### src/rtl/gate_bist_if.sv
// Stimulus/response bus between the gate BIST engine and the INV/NAND2 gate DUTs.
interface gate_bist_if #(
  parameter int unsigned WIDTH = 64
);
  logic [WIDTH-1:0] in1;
  logic [WIDTH-1:0] in2;
  logic [WIDTH-1:0] out_inv;
  logic [WIDTH-1:0] out_nand2;

  modport master (output in1, output in2, input out_inv, input out_nand2);
  modport slave  (input in1, input in2, output out_inv, output out_nand2);
endinterface

### src/rtl/gate_bist.sv
// On-chip LFSR stimulus generator and INV/NAND2 response checker with
// latency-matched compare, saturating error count and first-fail capture.
module gate_bist #(
  parameter int unsigned WIDTH       = 64,
  parameter int unsigned NUM_VECTORS = 1024,
  parameter int unsigned LATENCY     = 0,
  parameter logic [63:0] SEED        = 64'hACE1_0000_0000_0001,
  parameter int unsigned ERR_W       = 16
) (
  input  logic               clk,
  input  logic               rst_n,
  input  logic               start,
  gate_bist_if.master        bus,
  output logic               busy,
  output logic               done,
  output logic               pass,
  output logic [ERR_W-1:0]   err_count,
  output logic [31:0]        first_fail_idx
);

  typedef enum logic [1:0] {S_IDLE, S_RUN, S_DRAIN, S_DONE} state_t;

  localparam logic [31:0] NV_LAST  = 32'(NUM_VECTORS - 1);
  localparam logic [2:0]  DLAST    = (LATENCY == 0) ? 3'd0 : 3'(LATENCY - 1);
  localparam logic [63:0] SEED_ROT = {SEED[31:0], SEED[63:32]};

  state_t           state;
  logic [63:0]      lfsr;
  logic [63:0]      lfsr_rot;
  logic [31:0]      vidx;
  logic [2:0]       dcnt;
  logic [WIDTH-1:0] in1_q;
  logic [WIDTH-1:0] in2_q;
  logic             run_valid;

  logic [WIDTH-1:0] c_in1;
  logic [WIDTH-1:0] c_in2;
  logic             c_valid;
  logic [31:0]      c_idx;
  logic             fail;

  function automatic logic [63:0] lfsr_step(input logic [63:0] l);
    return {l[62:0], l[63] ^ l[62] ^ l[60] ^ l[59]};
  endfunction

  assign lfsr_rot  = {lfsr[31:0], lfsr[63:32]};
  assign run_valid = (state == S_RUN);
  assign bus.in1   = in1_q;
  assign bus.in2   = in2_q;
  assign pass      = done && (err_count == '0);

  // Expected values are recomputed from the delayed stimulus, so the pipeline
  // carries the operands themselves rather than precomputed expectations.
  generate
    if (LATENCY == 0) begin : g_nopipe
      assign c_in1   = in1_q;
      assign c_in2   = in2_q;
      assign c_valid = run_valid;
      assign c_idx   = vidx;
    end else begin : g_pipe
      logic [WIDTH-1:0] p_in1 [LATENCY];
      logic [WIDTH-1:0] p_in2 [LATENCY];
      logic             p_v   [LATENCY];
      logic [31:0]      p_idx [LATENCY];

      always_ff @(posedge clk or negedge rst_n) begin
        if (!rst_n) begin
          for (int unsigned i = 0; i < LATENCY; i++) begin
            p_in1[i] <= '0;
            p_in2[i] <= '0;
            p_v[i]   <= 1'b0;
            p_idx[i] <= '0;
          end
        end else begin
          p_in1[0] <= in1_q;
          p_in2[0] <= in2_q;
          p_v[0]   <= run_valid;
          p_idx[0] <= vidx;
          for (int unsigned i = 1; i < LATENCY; i++) begin
            p_in1[i] <= p_in1[i-1];
            p_in2[i] <= p_in2[i-1];
            p_v[i]   <= p_v[i-1];
            p_idx[i] <= p_idx[i-1];
          end
        end
      end

      assign c_in1   = p_in1[LATENCY-1];
      assign c_in2   = p_in2[LATENCY-1];
      assign c_valid = p_v[LATENCY-1];
      assign c_idx   = p_idx[LATENCY-1];
    end
  endgenerate

  assign fail = c_valid &&
                ((bus.out_inv != ~c_in1) || (bus.out_nand2 != ~(c_in1 & c_in2)));

  // lfsr holds the value for the next vector; in1_q/in2_q hold the current one.
  always_ff @(posedge clk or negedge rst_n) begin
    if (!rst_n) begin
      state          <= S_IDLE;
      lfsr           <= SEED;
      vidx           <= '0;
      dcnt           <= '0;
      in1_q          <= '0;
      in2_q          <= '0;
      busy           <= 1'b0;
      done           <= 1'b0;
      err_count      <= '0;
      first_fail_idx <= '1;
    end else begin
      if (fail) begin
        if (err_count != '1)
          err_count <= err_count + ERR_W'(1);
        if (first_fail_idx == '1)
          first_fail_idx <= c_idx;
      end
      case (state)
        S_IDLE, S_DONE: begin
          if (start) begin
            state          <= S_RUN;
            busy           <= 1'b1;
            done           <= 1'b0;
            lfsr           <= lfsr_step(SEED);
            vidx           <= '0;
            in1_q          <= SEED[WIDTH-1:0];
            in2_q          <= SEED_ROT[WIDTH-1:0];
            err_count      <= '0;
            first_fail_idx <= '1;
          end
        end
        S_RUN: begin
          if (vidx == NV_LAST) begin
            in1_q <= '0;
            in2_q <= '0;
            if (LATENCY == 0) begin
              state <= S_DONE;
              busy  <= 1'b0;
              done  <= 1'b1;
            end else begin
              state <= S_DRAIN;
              dcnt  <= '0;
            end
          end else begin
            vidx  <= vidx + 32'd1;
            lfsr  <= lfsr_step(lfsr);
            in1_q <= lfsr[WIDTH-1:0];
            in2_q <= lfsr_rot[WIDTH-1:0];
          end
        end
        S_DRAIN: begin
          if (dcnt == DLAST) begin
            state <= S_DONE;
            busy  <= 1'b0;
            done  <= 1'b1;
          end else begin
            dcnt <= dcnt + 3'd1;
          end
        end
        default: state <= S_IDLE;
      endcase
    end
  end

endmodule

### src/flat_wrapper.sv
// flat-port wrapper written by rule: the top's interface ports become plain ports
module gate_bist_flat 
#(
  parameter int unsigned WIDTH       = 64,
  parameter int unsigned NUM_VECTORS = 1024,
  parameter int unsigned LATENCY     = 0,
  parameter logic [63:0] SEED        = 64'hACE1_0000_0000_0001,
  parameter int unsigned ERR_W       = 16
)
  (clk, rst_n, start, busy, done, pass, err_count, first_fail_idx, bus_in1, bus_in2, bus_out_inv, bus_out_nand2);
  gate_bist_if #(.WIDTH(WIDTH)) bus_i ();
  input  logic clk;
  input  logic rst_n;
  input  logic start;
  output logic busy;
  output logic done;
  output logic pass;
  output logic [ERR_W-1:0] err_count;
  output logic [31:0] first_fail_idx;
  output wire logic [$bits(bus_i.in1)-1:0] bus_in1;
  output wire logic [$bits(bus_i.in2)-1:0] bus_in2;
  input wire logic [$bits(bus_i.out_inv)-1:0] bus_out_inv;
  input wire logic [$bits(bus_i.out_nand2)-1:0] bus_out_nand2;
  assign bus_in1 = bus_i.in1;
  assign bus_in2 = bus_i.in2;
  assign bus_i.out_inv = bus_out_inv;
  assign bus_i.out_nand2 = bus_out_nand2;
  gate_bist #(.WIDTH(WIDTH), .NUM_VECTORS(NUM_VECTORS), .LATENCY(LATENCY), .SEED(SEED), .ERR_W(ERR_W)) u_core (.clk(clk), .rst_n(rst_n), .start(start), .bus(bus_i), .busy(busy), .done(done), .pass(pass), .err_count(err_count), .first_fail_idx(first_fail_idx));
endmodule
### config.mk
export PLATFORM = sky130hd
export DESIGN_NAME = gate_bist_flat
export DESIGN_NICKNAME = d
export VERILOG_FILES = /design/src/rtl/gate_bist_if.sv /design/src/rtl/gate_bist.sv /design/src/flat_wrapper.sv
export SDC_FILE = /design/constraint.sdc
export NUM_CORES = 1
export LEC_CHECK = 0
export BUFFER_PORTS_ARGS = -buffer_cell sky130_fd_sc_hd__buf_2
export CAP_MARGIN = 20
export CELL_PAD_IN_SITES_DETAIL_PLACEMENT = 1
export CELL_PAD_IN_SITES_GLOBAL_PLACEMENT = 1
export CORE_MARGIN = 2
export CORE_UTILIZATION = 39
export DETAILED_ROUTE_END_ITERATION = 12
export PLACE_DENSITY_LB_ADDON = 0.25
export SLEW_MARGIN = 20
export SYNTH_ARGS = -nofsm -noshare
export SYNTH_HDL_FRONTEND = slang
export SYNTH_SLANG_ARGS = --single-unit
### constraint.sdc
create_clock -name clk -period 2.8 [get_ports clk]
set_input_delay 0.14 -clock clk [delete_from_list [all_inputs] [get_ports clk]]
set_output_delay 0.14 -clock clk [all_outputs]
set_load 0.05 [all_outputs]
==> flow_summary.toml <==
[worst_setup_path]
worst-setup-path-type = "reg -> reg"
cp.required_ps = 3250
critPathArrivalTime_ps = 3200
rr_startpoint = "u_core.bus.in1[3]"
r2r-end = "u_core.first_fail_idx[9]"
endpoint_kind = "flop"
regToRegSetupSlack_ps = 50
worst_setup_path_start_kind = "flop"
slowest_stage = "dfrtp_1"
cp_max_fo = 16
crit_chain = "a21oi_1 > nor4_1 > nand4_1 > nor4_2 > and4_2 > buf_12 > nor2_4 > a31oi_1"
crit_family = "simple AND/OR/NAND/NOR gates"
crit_buf_inv = 1
cp_slowest_stage_delay_ps = 630
reg2reg_depth = 8

[route]
drtIter0Drc = 691
dr.pass1.iters = 5
wl_met1_um = 17200
dr_wl_met3_um = 2140
routed-wl-met2_um = 22000
route.detailed.drc = 0
vias = 10106
vias_per_cell = 5.68
top_layer = "met4"
wl_per_cell_um = 24.4
ant_nets = 0
routed_wl_um = 43400

[timing]
hold_viol = 0
slew_violations = 0
setup_ws_ps = 49.0
rsz0062_at_grt = "false"
max_freq_ghz = 0.364
worst_pin_slew_ps = 769
skew_ps = 14.4
period_share_pct = 98.3
fin_crit_ps = 2750
finalSetupTns_ps = 0
relSlewSlack_pct = 48.7
setup_violations = 0
hold-worst-slack_ps = 223

[cts]
cts_made_buffers = 25
cts.sinks = 214
cts_setup_buffers = 0
cts.path.max_buffers = 3
h-tree-depth = 1
root_buffer = "clkbuf_16"
clk_pin_slew_ps = 60
cts_tree = "built"
clock_latency_ps = 540

[pwr]
p_leak_uw = 0.00670
power_uw = 13400
power_per_cell_area_nw_per_um2 = 970
ir_worst_vdd_uv = 470

[floorplan]
die-width_um = 173
chipHeight_um = 173
rows = 61
start_util_pct = 39.9
io_pins = 310
die_area_um2 = 29900
core_area_um2 = 27900

[synth]
netlist.top_cell.by_area = "dfrtp_1"
synth_top_area_share_pct = 38.9
yosysUniqueCellTypes = 56
synth-seq-cells = 214
syn-num-nets = 1251
synth_area_per_cell_um2 = 10.0
yosys-top-cells-area = "dfrtp_1 39%, dfstp_2 9.7%, a22o_1 8.2%"
async_reset_ff_share_pct = 100
yosysWarnings = 0
syn_inst = 1113
yosysSeqAreaShare_pct = 48.5
synth-edff-count = 0
syn-cell-area_um2 = 11100
synth_ff_type = "dfrtp_1"

[layout]
final_common_cell = "buf_2"
area_growth_pct = 23.7
nets = 1520
final_core_util_pct = 49.3
mostFrequentLayoutCells = "308 x buf_2, 167 x dfrtp_1, 125 x nor2_1, 104 x a22o_1, 84 x xnor2_1"
n_antenna_cell = 0
drive_above_1_share_pct = 33.9

[global_routing]
grt_pass1_vias = 10441
grt-ovfl-total = 0
grt_pass1_wl_um = 65600
globalRouteTotalUtil_pct = 28.5
antenna_found_initial = 0
grt_max_degree = 84

[place]
dpl_worst_slack_ps = -390
place_hpwl_um = 32500
place.gp.congestion = 0.939
numPortBuffers = 309

[min_path]
worst_hold_path_type = "in -> async"

[run]
cap_violations = 0

[status]
outcome = "completed"
## metal layers
layer  GRT usage (%)  up-vias
met3            4.44       84
met4            12.4        0
li1                -     4519
met5               0        -
met1            34.3     5135
met2            50.3      368
## cell type report
type,count,area (µm²)
clock inverters,6,111
well taps,378,473
flip-flops and latches,214,5410
clock buffers,40,722
fillers,3262,14200
multi-input cells,759,4960
repair buffers,359,2010
inverters,23,86.3
## worst max-delay path by stage
| stage | from | end | cells after the start |
|---|---|---|---|
| 2_1_floorplan | u_core.state[1] | u_core.c_idx[27] | 9 |
| 3_3_place_gp | u_core.bus.in1[18] | u_core.first_fail_idx[19] | 8 |
| 3_5_place_dp | u_core.bus.in1[18] | u_core.first_fail_idx[9] | 8 |
| 4_1_cts | u_core.bus.in1[1] | u_core.first_fail_idx[9] | 9 |
| 5_1_grt | u_core.state[1] | u_core.c_idx[29] | 9 |
| 6_report | u_core.bus.in1[3] | u_core.first_fail_idx[9] | 8 |
## cell usage after synthesis, types with 2 or more instances
| cell type | instances |
|---|---|
| a211oi_1 | 2 |
| a21o_1 | 3 |
| a21oi_1 | 67 |
| a21oi_2 | 8 |
| a22o_1 | 104 |
| a22oi_1 | 6 |
| a31o_2 | 3 |
| a31oi_1 | 30 |
| a31oi_4 | 2 |
| a41o_1 | 4 |
| and2_1 | 4 |
| and3_1 | 45 |
| and4_1 | 7 |
| buf_1 | 6 |
| buf_2 | 10 |
| buf_4 | 64 |
| buf_6 | 7 |
| clkbuf_1 | 31 |
| dfrtp_1 | 173 |
| dfstp_2 | 41 |
| ha_1 | 7 |
| inv_1 | 23 |
| mux2_2 | 3 |
| mux2i_1 | 7 |
| nand2_1 | 68 |
| nand2b_1 | 11 |
| nand3_1 | 19 |
| nand4_1 | 31 |
| nand4b_1 | 2 |
| nor2_1 | 125 |
| nor3_1 | 13 |
| nor4_1 | 48 |
| o211a_1 | 6 |
| o21ai_0 | 13 |
| o22ai_1 | 6 |
| or3_1 | 2 |
| xnor2_1 | 84 |
| xor2_1 | 10 |
## where the power goes
group	total [µW]	internal (µW)	switching, µW
clock network	3350	2040	1310
registers	4470	3710	761
logic	5550	1500	4050
## registers in the layout (all words and copies together) (netlist names)
register and flops:
u_core.bus.in1 63, u_core.bus.in2 1, u_core.busy 1, u_core.c_idx 32
u_core.dcnt 3, u_core.err_count 16, u_core.first_fail_idx 32, u_core.lfsr 64
u_core.state 2
## cell families (layout without fill, tap and decap cells)
group           after synthesis  in the layout  share of synthesized area, %
buf+inv                     141            428                          7.49
compound gates              261            261                          17.2
fa+ha+maj                     7              7                         0.786
mux                          10             10                         0.932
flops                       214            214                          48.5
simple gates                386            387                          17.7
xor+xnor                     94             94                          7.39
## stage by stage
| stage | cell area (µm²) | instances |
|---|---|---|
| 2_1_floorplan | 11100 | 1113 |
| 3_3_place_gp | 12900 | 1730 |
| 3_5_place_dp | 12900 | 1730 |
| 4_1_cts | 13800 | 1779 |
| 5_1_grt | 13800 | 1779 |
| 6_report | 13800 | 1779 |
## what timing repair did
item | 4_1_cts | 5_1_grt
endpoints found under the setup margin | 48 | 8
gates cloned | 1 | 0
gates resized for setup | 8 | 5
hold buffers | 2 | 0
pin swaps | 1 | 0
endpoints found under the hold margin | 64 | 0
Power figures use the tool's default switching activity.
